## src/rtl/ddr_bw_pkg.sv

```systemverilog
`default_nettype none
// +----------------------------------------------------------------------------+
// | Package   : ddr_bw_pkg                                                      |
// | Purpose   : Shared types and default widths for the DDR read-bandwidth      |
// |             meter (FSM state encoding, counter/window/beat-size defaults). |
// | Contents  : state_t    - IDLE/RUN/DONE encoding of the measurement FSM      |
// |             DEF_*      - default widths used as parameter defaults         |
// | Revision  : 1.0 - initial release                                          |
// +----------------------------------------------------------------------------+
package ddr_bw_pkg;

  // Measurement FSM encoding. Values are fixed so that a state captured by an
  // external debug tap decodes the same way across builds.
  typedef enum logic [1:0] {
    ST_IDLE = 2'd0,
    ST_RUN  = 2'd1,
    ST_DONE = 2'd2
  } state_t;

  // Default datapath widths.
  localparam int DEF_WIN_W     = 32;  // window length / elapsed-cycle counter
  localparam int DEF_CNT_W     = 32;  // R-beat counter
  localparam int DEF_BEAT_LOG2 = 3;   // log2(bytes per R beat): 8-byte beats
  localparam int DEF_LAT_W     = 16;  // first-beat latency counter

  // Number of control/strobe bits carried through the input delay line:
  // {start, abort, ar_hs, r_hs}.
  localparam int PIPE_W = 4;

endpackage : ddr_bw_pkg
`default_nettype wire

```

## src/rtl/latency_pipe.sv

```systemverilog
`default_nettype none
// +----------------------------------------------------------------------------+
// | Module    : latency_pipe                                                    |
// | Purpose   : DEPTH-deep shift register with synchronous active-high reset.  |
// |             Used to delay the meter's control pulses and AXI handshake      |
// |             strobes as one bundle so they stay cycle-aligned.              |
// |             DEPTH = 0 gives a combinational bypass.                        |
// | Ports     : clk  in  1      clock                                          |
// |             rst  in  1      synchronous reset, clears every stage          |
// |             din  in  WIDTH  bundle entering the delay line                 |
// |             dout out WIDTH  bundle delayed by DEPTH cycles                 |
// | Revision  : 1.0 - initial release                                          |
// +----------------------------------------------------------------------------+
module latency_pipe #(
  parameter int DEPTH = 2,
  parameter int WIDTH = 4
) (
  input  logic             clk,
  input  logic             rst,
  input  logic [WIDTH-1:0] din,
  output logic [WIDTH-1:0] dout
);

  generate
    if (DEPTH == 0) begin : g_bypass
      // No registers: clock and reset are intentionally left unused.
      logic unused_clk_rst;
      assign unused_clk_rst = clk ^ rst;
      assign dout = din;
    end else begin : g_shift
      logic [WIDTH-1:0] stage [DEPTH];

      always_ff @(posedge clk) begin
        if (rst) begin
          for (int i = 0; i < DEPTH; i++) begin
            stage[i] <= '0;
          end
        end else begin
          stage[0] <= din;
          for (int i = 1; i < DEPTH; i++) begin
            stage[i] <= stage[i-1];
          end
        end
      end

      assign dout = stage[DEPTH-1];
    end
  endgenerate

endmodule : latency_pipe
`default_nettype wire

```

## src/rtl/ddr_bw_meter.sv

```systemverilog
`default_nettype none
// +----------------------------------------------------------------------------+
// | Module    : ddr_bw_meter                                                    |
// | Purpose   : Measures DDR read-path throughput over a programmable window   |
// |             of clk cycles. Counts R-channel handshakes, derives the byte   |
// |             count and reports elapsed cycles to the bandwidth-test regs.   |
// |             Optional first-beat latency measurement (AR hs -> R hs) is     |
// |             built only when the macro LAT_MEAS_EN is defined; otherwise    |
// |             lat_first/lat_vld are tied to 0.                               |
// | Ports     : clk, rst             clock, synchronous active-high reset       |
// |             start, abort         1-cycle control pulses                     |
// |             win_len   [WIN_W]    window length, sampled at delayed start    |
// |             ar_vld/ar_rdy        AR channel handshake                       |
// |             r_vld/r_rdy          R channel handshake                        |
// |             busy                 window active (RUN)                        |
// |             done                 1-cycle pulse, results final               |
// |             beats     [CNT_W]    R handshakes in window (saturating)        |
// |             bytes     [CNT_W+BEAT_LOG2] beats << BEAT_LOG2                  |
// |             cycles    [WIN_W]    cycles elapsed in window                   |
// |             sat                  beat counter saturated                     |
// |             lat_first [LAT_W]    first AR hs -> first R hs latency          |
// |             lat_vld              lat_first valid                            |
// | Revision  : 1.0 - initial release                                          |
// +----------------------------------------------------------------------------+
module ddr_bw_meter
  import ddr_bw_pkg::*;
#(
  parameter int IN_LAT    = 2,
  parameter int WIN_W     = DEF_WIN_W,
  parameter int CNT_W     = DEF_CNT_W,
  parameter int BEAT_LOG2 = DEF_BEAT_LOG2,
  parameter int LAT_W     = DEF_LAT_W
) (
  input  logic                       clk,
  input  logic                       rst,
  input  logic                       start,
  input  logic                       abort,
  input  logic [WIN_W-1:0]           win_len,
  input  logic                       ar_vld,
  input  logic                       ar_rdy,
  input  logic                       r_vld,
  input  logic                       r_rdy,
  output logic                       busy,
  output logic                       done,
  output logic [CNT_W-1:0]           beats,
  output logic [CNT_W+BEAT_LOG2-1:0] bytes,
  output logic [WIN_W-1:0]           cycles,
  output logic                       sat,
  output logic [LAT_W-1:0]           lat_first,
  output logic                       lat_vld
);

  // --------------------------------------------------------------------------
  // Input delay line: control pulses and handshake strobes travel together so
  // that a strobe seen on the same input cycle as start/abort is judged
  // against the same FSM state after the delay.
  // --------------------------------------------------------------------------
  logic [PIPE_W-1:0] pipe_in;
  logic [PIPE_W-1:0] pipe_out;
  logic              start_d;
  logic              abort_d;
  logic              ar_hs_d;
  logic              r_hs_d;

  assign pipe_in = {start, abort, ar_vld & ar_rdy, r_vld & r_rdy};

  latency_pipe #(
    .DEPTH (IN_LAT),
    .WIDTH (PIPE_W)
  ) u_in_pipe (
    .clk  (clk),
    .rst  (rst),
    .din  (pipe_in),
    .dout (pipe_out)
  );

  assign {start_d, abort_d, ar_hs_d, r_hs_d} = pipe_out;

  // --------------------------------------------------------------------------
  // Measurement FSM
  // --------------------------------------------------------------------------
  state_t           state;
  state_t           state_nxt;
  logic [WIN_W-1:0] win_q;
  logic [WIN_W-1:0] cycles_q;
  logic [CNT_W-1:0] beats_q;
  logic             sat_q;
  logic             accept_start;
  logic             run_step;
  logic             last_cycle;

  // A start is only honoured from IDLE; in RUN/DONE it is dropped.
  assign accept_start = (state == ST_IDLE) && start_d;

  // Abort wins over counting and over end-of-window: the aborted cycle is not
  // counted, so partial results reflect only whole cycles before the abort.
  assign run_step   = (state == ST_RUN) && !abort_d;

  // win_q is never 0 while in RUN, so win_q-1 cannot wrap here.
  assign last_cycle = (cycles_q == (win_q - 1'b1));

  always_ff @(posedge clk) begin
    if (rst) begin
      state <= ST_IDLE;
    end else begin
      state <= state_nxt;
    end
  end

  always_comb begin
    state_nxt = state;
    case (state)
      ST_IDLE: begin
        if (start_d) begin
          state_nxt = (win_len != '0) ? ST_RUN : ST_DONE;
        end
      end
      ST_RUN: begin
        if (abort_d) begin
          state_nxt = ST_IDLE;
        end else if (last_cycle) begin
          state_nxt = ST_DONE;
        end
      end
      ST_DONE: begin
        state_nxt = ST_IDLE;
      end
      default: begin
        state_nxt = ST_IDLE;
      end
    endcase
  end

  // --------------------------------------------------------------------------
  // Window / beat counters. Results are held in IDLE and DONE and only cleared
  // by an accepted start (or reset).
  // --------------------------------------------------------------------------
  always_ff @(posedge clk) begin
    if (rst) begin
      win_q    <= '0;
      cycles_q <= '0;
      beats_q  <= '0;
      sat_q    <= 1'b0;
    end else if (accept_start) begin
      win_q    <= win_len;
      cycles_q <= '0;
      beats_q  <= '0;
      sat_q    <= 1'b0;
    end else if (run_step) begin
      // Bounded by win_q, so no overflow check is needed.
      cycles_q <= cycles_q + 1'b1;
      if (r_hs_d) begin
        // sat flags a beat that could not be counted; the counter pins at
        // all-ones from then on.
        if (beats_q == '1) begin
          sat_q <= 1'b1;
        end else begin
          beats_q <= beats_q + 1'b1;
        end
      end
    end
  end

  assign busy   = (state == ST_RUN);
  assign done   = (state == ST_DONE);
  assign beats  = beats_q;
  assign cycles = cycles_q;
  assign sat    = sat_q;
  assign bytes  = (CNT_W+BEAT_LOG2)'(beats_q) << BEAT_LOG2;

  // --------------------------------------------------------------------------
  // First-beat latency (optional)
  // --------------------------------------------------------------------------
`ifdef LAT_MEAS_EN
  logic             lat_armed;
  logic [LAT_W-1:0] lat_cnt;
  logic [LAT_W-1:0] lat_first_q;
  logic             lat_vld_q;

  // The counter is loaded with 1 on the arming cycle so that an R handshake
  // N cycles after the AR handshake freezes exactly N. An R handshake on the
  // arming cycle itself is not considered: arming has priority.
  always_ff @(posedge clk) begin
    if (rst) begin
      lat_armed   <= 1'b0;
      lat_cnt     <= '0;
      lat_first_q <= '0;
      lat_vld_q   <= 1'b0;
    end else if (accept_start) begin
      lat_armed   <= 1'b0;
      lat_cnt     <= '0;
      lat_first_q <= '0;
      lat_vld_q   <= 1'b0;
    end else if (run_step) begin
      if (!lat_armed) begin
        if (ar_hs_d) begin
          lat_armed <= 1'b1;
          lat_cnt   <= LAT_W'(1);
        end
      end else if (!lat_vld_q) begin
        if (r_hs_d) begin
          lat_first_q <= lat_cnt;
          lat_vld_q   <= 1'b1;
        end else if (lat_cnt != '1) begin
          lat_cnt <= lat_cnt + 1'b1;
        end
      end
    end
  end

  assign lat_first = lat_first_q;
  assign lat_vld   = lat_vld_q;
`else
  // Latency measurement not built; the AR strobe has no consumer.
  logic unused_ar_hs;
  assign unused_ar_hs = ar_hs_d;

  assign lat_first = '0;
  assign lat_vld   = 1'b0;
`endif

endmodule : ddr_bw_meter
`default_nettype wire
```

## config.mk

```make
export PLATFORM = sky130hd
export DESIGN_NAME = ddr_bw_meter
export DESIGN_NICKNAME = d
export VERILOG_FILES = /design/src/rtl/ddr_bw_pkg.sv /design/src/rtl/latency_pipe.sv /design/src/rtl/ddr_bw_meter.sv
export SDC_FILE = /design/constraint.sdc
export NUM_CORES = 1
export LEC_CHECK = 0
export CAP_MARGIN = 40
export CORE_UTILIZATION = 44
export DETAILED_ROUTE_END_ITERATION = 12
export PLACE_DENSITY = 0.79
export SYNTH_ARGS = -nofsm -noshare
export SYNTH_HDL_FRONTEND = slang
export SYNTH_SLANG_ARGS = --single-unit
```

## constraint.sdc

```tcl
create_clock -name clk -period 2.6 [get_ports clk]
set_input_delay 0.39 -clock clk [delete_from_list [all_inputs] [get_ports clk]]
set_output_delay 0.39 -clock clk [all_outputs]
set_load 0.1 [all_outputs]
```

# [Word-level counts from Yosys, hierarchy flattened]
# Memories as Yosys holds them, arrays and structs flattened.
# Cells that the tools add are included.
[op_classes] add_sub_neg=3 eq_ne=6 muxes=10 bitwise_logic=5 n_reduce_logical=9
[ops] op="$add 32x1->32 const B" n=2
[ops] op="$eq 32x32->1" n=1
[ops] op="$eq 32x32->1 const B" n=1
[ops] op="$reduce_bool 32->1" n=1
[ops] op="$sub 32x1->32 const B" n=1
[ops] op="$mux 2" n=4
[ops] op="$mux 4" n=2
[ops] op="$reduce_and 3->1" n=2
[ops] op="$pmux 2 s2" n=1
[ops] op="$mux 1" n=3
[ops] op="$ne 3x1->1 const B" n=1
[ops] op="$and 1x1->1" n=2
[ops] op="$eq 2x1->1 const B" n=1
[ops] op="$eq 2x2->1 const B" n=1
[ops] op="$logic_and 1x1->1" n=2
[ops] op="$logic_not 2->1" n=1
[ops] op="$ne 2x2->1 const B" n=1
[ops] op="$or 1x1->1" n=2
[ops] op="$reduce_and 2->1" n=1
[ops] op="$reduce_or 2->1" n=1
[ops] op="$logic_not 1->1" n=1
[ops] op="$not 1->1" n=1
[totals] regBits=99 ramBits=8 output_inout_bits=119 wordCells=39 n_memories=1
[memory_table] name="u_in_pipe.g_shift.stage" words=2 width=4 rd=2 rd_ports_with_merged_regs=0 wr=2 line="latency_pipe.sv:31" source="logic [WIDTH-1:0] stage [DEPTH];"

# [Depth between registers and ports, before layout]
[depth] word_depth=5 ltp_mapped=11 ltp_nobuf=10

# [Modules after synthesis]
# A second synthesis with hierarchy kept.
[unflattened] cells_unflattened=723 area_unflattened_um2=5763.0
[by_module_without_submodules] mod="ddr_bw_meter" n_inst=1 cells_each=703 area_each_um2=5522.8 seq_area_each_um2=1981.9
[by_module_without_submodules] mod="latency_pipe" n_inst=1 cells_each=20 area_each_um2=240.2 seq_area_each_um2=160.2

# [Worst setup path after synthesis]
# Ideal clock, no wire load.
[synth_path] path_kind="register to register" startpoint="register beats_q[8], in the netlist beats[8]" endpoint="register beats_q[31], in the netlist beats[31]" arrival_time_ns=3.256 path_slack_ns=-0.727 path_stages_with_launch=8 period_less_slack_ns=3.327 cell_sequence="dfxtp_1 -> and4_1 -> and4_1 -> nand4_1 -> or3_1 -> or4_1 -> or3_1 -> a21oi_1"
[synth_via] elab_chain_cells=3
[synth_lines] item="start, declared" line="ddr_bw_meter.sv:86" source="logic [CNT_W-1:0] beats_q;"
[synth_lines] item="start signal, assigned" line="ddr_bw_meter.sv:158" source="beats_q <= beats_q + 1'b1;"
[synth_lines] item="branches (longest 3 deep; another with $add 32x1->32)"
# Parallel ways; which one is timed is not known.
# A chain may end at the register's enable or synchronous reset.

# [Worst setup path after layout]
[layout_path] startpoint="register win_q[0]" endpoint="register state[1]"
[layout_via] elab_chain_cells=4
[layout_lines] item="start, declared" line="ddr_bw_meter.sv:84" source="logic [WIN_W-1:0] win_q;"
[layout_lines] item="start signal, assigned" line="ddr_bw_meter.sv:145" source="win_q <= win_len;"
[layout_lines] item="$sub 32x1->32" line="ddr_bw_meter.sv:100" source="assign last_cycle = (cycles_q == (win_q - 1'b1));"
[layout_lines] item="$eq 32x32->1" line="ddr_bw_meter.sv:100"
[layout_lines] item="$ne 3x1->1 (no line)"
[layout_lines] item="$reduce_and 2->1 (no line)"
[layout_lines] item="end signal, assigned" line="ddr_bw_meter.sv:106" source="state <= state_nxt;"
[layout_lines] item="end, declared" line="ddr_bw_meter.sv:82" source="state_t state;"
# No other way between the ends.

==> results.md <==
* Area Growth Syn to Fin at 32.2%
* Total gr overflow at 0
* Sequential area share after synthesis at 35.6%
* Vias per cell at about 5
* Pwr Density at between 400 and 500 mW/mm2
* Total of max-cap violations at 0
* Final Power at 3.66 mW
* Synth Area in Compound Gates at 8.62%
* CP endpoint kind: flop
* Remaining antenna violation count after routing at 0
* Sequential share of power at 44.8%
* Max Freq at 345 MHz
* GP Congestion at 0.938
* Violations in the final reports: negative setup slack
* Final WS setup at -0.300 ns
* Fin crit period at approximately 2.9 ns
* Worst slew margin at 56.6%
* Peak supply drop at about 0.40 mV
* Reg clk slew, reported paths at 0.07 ns
* Worst Path Arrival at 3.19 ns
* Drt first pass iters at 5
* Most frequent cells in the layout: 172 x buf_4, 108 x nand2_1, 82 x nor2_1
* Hold_buf cts at 0
* Worst min-delay path class: flop to flop
* Initial Util at 45.9%
* Port Buffers at ~140
* Wirelength per Cell at 14.2 um
* Yosys warns at 0
* Sw Ratio at 29.5%
* TritonCTS clock tree: yes
* Mean Syn Cell Area at 7.96 um2
* FF+latch count, synth at approximately 110
* Chip width at approximately 120 um
* Die ar. at 0.0139 mm2
* Synth Flop Type: dfxtp_1
* Clk pwr share at 35.4%
* DP Worst Slack at -0.277 ns
* Leak at around 3.2 nW
* Rows at just over 40
* Largest buffer count on any clock path at 2
* Placed Cells at about 1,100
* Root buffer cell: clkbuf_16
* Count of cell types in the netlist at 52
* Mux cell area share after synthesis at 0.529%
* Num CTS Buffers at 9
* Final Cycle Share at 112%
* Commonest non-fill, non-tap cell in the layout: buf_4
* Iter 0 DRT Violations at 302
* Layout cell share with drive strength beyond 1 at roughly 30%
* RSZ-0062 raised after global routing: yes
* Largest net degree at the start of global routing at 50
* Worst-path fanout max at 6
* Drc violations at 0
* Xor and xnor area share after synthesis at about 15%
* Post-route insts no fill at 1,077
* Power Internal at 2.58 mW
* Syn Inst Count at approximately 740
* Clock latency on the worst-skew pair at 0.36 ns
* Switch Pwr at 1.08 mW
* DPL Wire Length at roughly 12,000 um
* Adder-cell share of the synthesized area at 0.635%
* Largest family of logic cells by synthesized area: simple AND/OR/NAND/NOR gates
* Hold Vio Cnt, Final at 0
* H-tree depth at 3
* Final-report setup violation count at 2
* Core area at 0.0129 mm2
* EDFF count, synth at 0
* Nature of the critical path startpoint: flop
* Routed vias at 5,507
* Worst-margin pin slew at 0.650 ns
* Combinational Power Share at 19.8%
* Initial antenna violation count at 0
* Async set-reset flop share out of synthesis at 0%
* Die height at 118 um
* Layout net count at roughly 940
* First-pass GRT wire length at ~25,000 um
* Pins Over Slew Limit at 0
* Total Routing Usage GR at 22.6%
* Top Ports at between 150 and 200
* Synth Area in Simple Gates at a little under a third
* Total Wirelength at 15,300 um
* Clk sinks at 105
* Clock Skews at 0.00904 ns
* Post-Syn Area at 0.00591 mm2
* Status: finished with violations
* Worst EP required at 2.88 ns
* Crit Path Category: flop to flop
* ANT cells at 0
* Vias in the first global route at 5,158
==> worst paths after layout <==
kind | from | endpoint | slack, ns | cells past startpoint
setup / recovery | win_q[0]$_SDFFE_PP0P_ | state[1]$_SDFFE_PP0P_ | -0.30 | 11
hold / removal | u_in_pipe.g_shift.stage[0][0]$_SDFF_PP0_ | u_in_pipe.g_shift.stage[0][4]$_SDFF_PP0_ | 0.44 | 1
setup reg to reg | win_q[0]$_SDFFE_PP0P_ | state[1]$_SDFFE_PP0P_ | -0.30 | 11
hold reg to reg | u_in_pipe.g_shift.stage[0][0]$_SDFF_PP0_ | u_in_pipe.g_shift.stage[0][4]$_SDFF_PP0_ | 0.44 | 1
==> flip-flops by register name (all words and copies together), names as in the netlist <==
| name | cells |
|---|---|
| sat | 1 |
| state | 2 |
| beats | 32 |
| cycles | 32 |
| win_q | 32 |
| u_in_pipe.g_shift.stage | 6 |
==> cell families after synthesis <==
kind of cell,after synthesis
buffers and inverters,92
adders and majority gates,3
and+or+nand+nor,355
xor gates and xnor gates,98
other,1
muxes,3
AOI/OAI and AO/OA,85
DFF,105
==> cell type report <==
class                           instances  area, um2
Clock buffer                            9        225
Sequential cell                       105       2190
Multi-Input combinational cell        564       3410
Fill cell                            1162       5060
Timing Repair Buffer                  211       1690
Tap cell                              172        215
Clock inverter                          7       53.8
Inverter                                9       33.8
==> per-stage QoR <==
stage	TNS (ns)	util (%)	area, um2	hold slack, ns
CTS	-0.272	60.6	7800	0.445
floorplan	-0.286	-	6080	0.414
finish	-0.313	60.7	7820	0.440
detailed placement	-0.388	58.0	7460	0.427
global placement	-0.319	58.0	7460	0.419
global route	-0.679	60.7	7820	0.454
==> what timing repair did <==
action / CTS / global route
pin swaps: 10 / 3
setup endpoints to repair: 2 / 4
setup buffers: 1 / 0
hold endpoints to repair: 0 / 0
resized for setup: 10 / 4
==> cell usage after synthesis, drive strengths merged, types with 5 or more instances <==
library cell / number / area [um2]
a21oi: 49 / 245
and3: 7 / 45.1
and4: 11 / 96.3
buf: 58 / 423
clkbuf: 25 / 93.8
dfxtp: 105 / 2100
inv: 9 / 33.8
nand2: 108 / 405
nand2b: 5 / 31.3
nand3: 24 / 120
nand4: 22 / 144
nor2: 82 / 308
nor2b: 10 / 62.6
nor3: 16 / 80.1
nor3b: 5 / 37.5
nor4: 24 / 199
o21ai: 12 / 60.1
or3: 17 / 106
or4: 10 / 75.1
xnor2: 45 / 394
xor2: 53 / 464
==> worst max-delay path: stages (launching register included) <==
cell and delay, ns:
dfxtp_1 0.37, inv_1 0.08, ha_1 0.27, nand2b_1 0.20, or4_1 0.50, nor3_1 0.17
buf_4 0.15, mux2_2 0.32, nand2_1 0.06, o211ai_1 0.12, or3_1 0.38, a211oi_2 0.21
==> power groups by stage <==
stage,Clock [mW],Combinational (mW),Sequential (mW)
after detailed placement,0,0.680,1.68
after floorplan,0,0.450,1.68
after global placement,0,0.677,1.68
after CTS,1.33,0.713,1.64
after global routing,1.39,0.773,1.64
final,1.29,0.724,1.64
==> per-layer routing <==
metal  vias up  part of all wire (%)  global-route usage (%)
met3        26                   4.9                    5.43
li1       2791                     -                       -
met2       141                    46                    35.9
met5         -                     0                       0
met4         0                   2.9                    9.05
met1      2549                    46                    29.3
No activity file was read; power rests on OpenSTA's default activity.
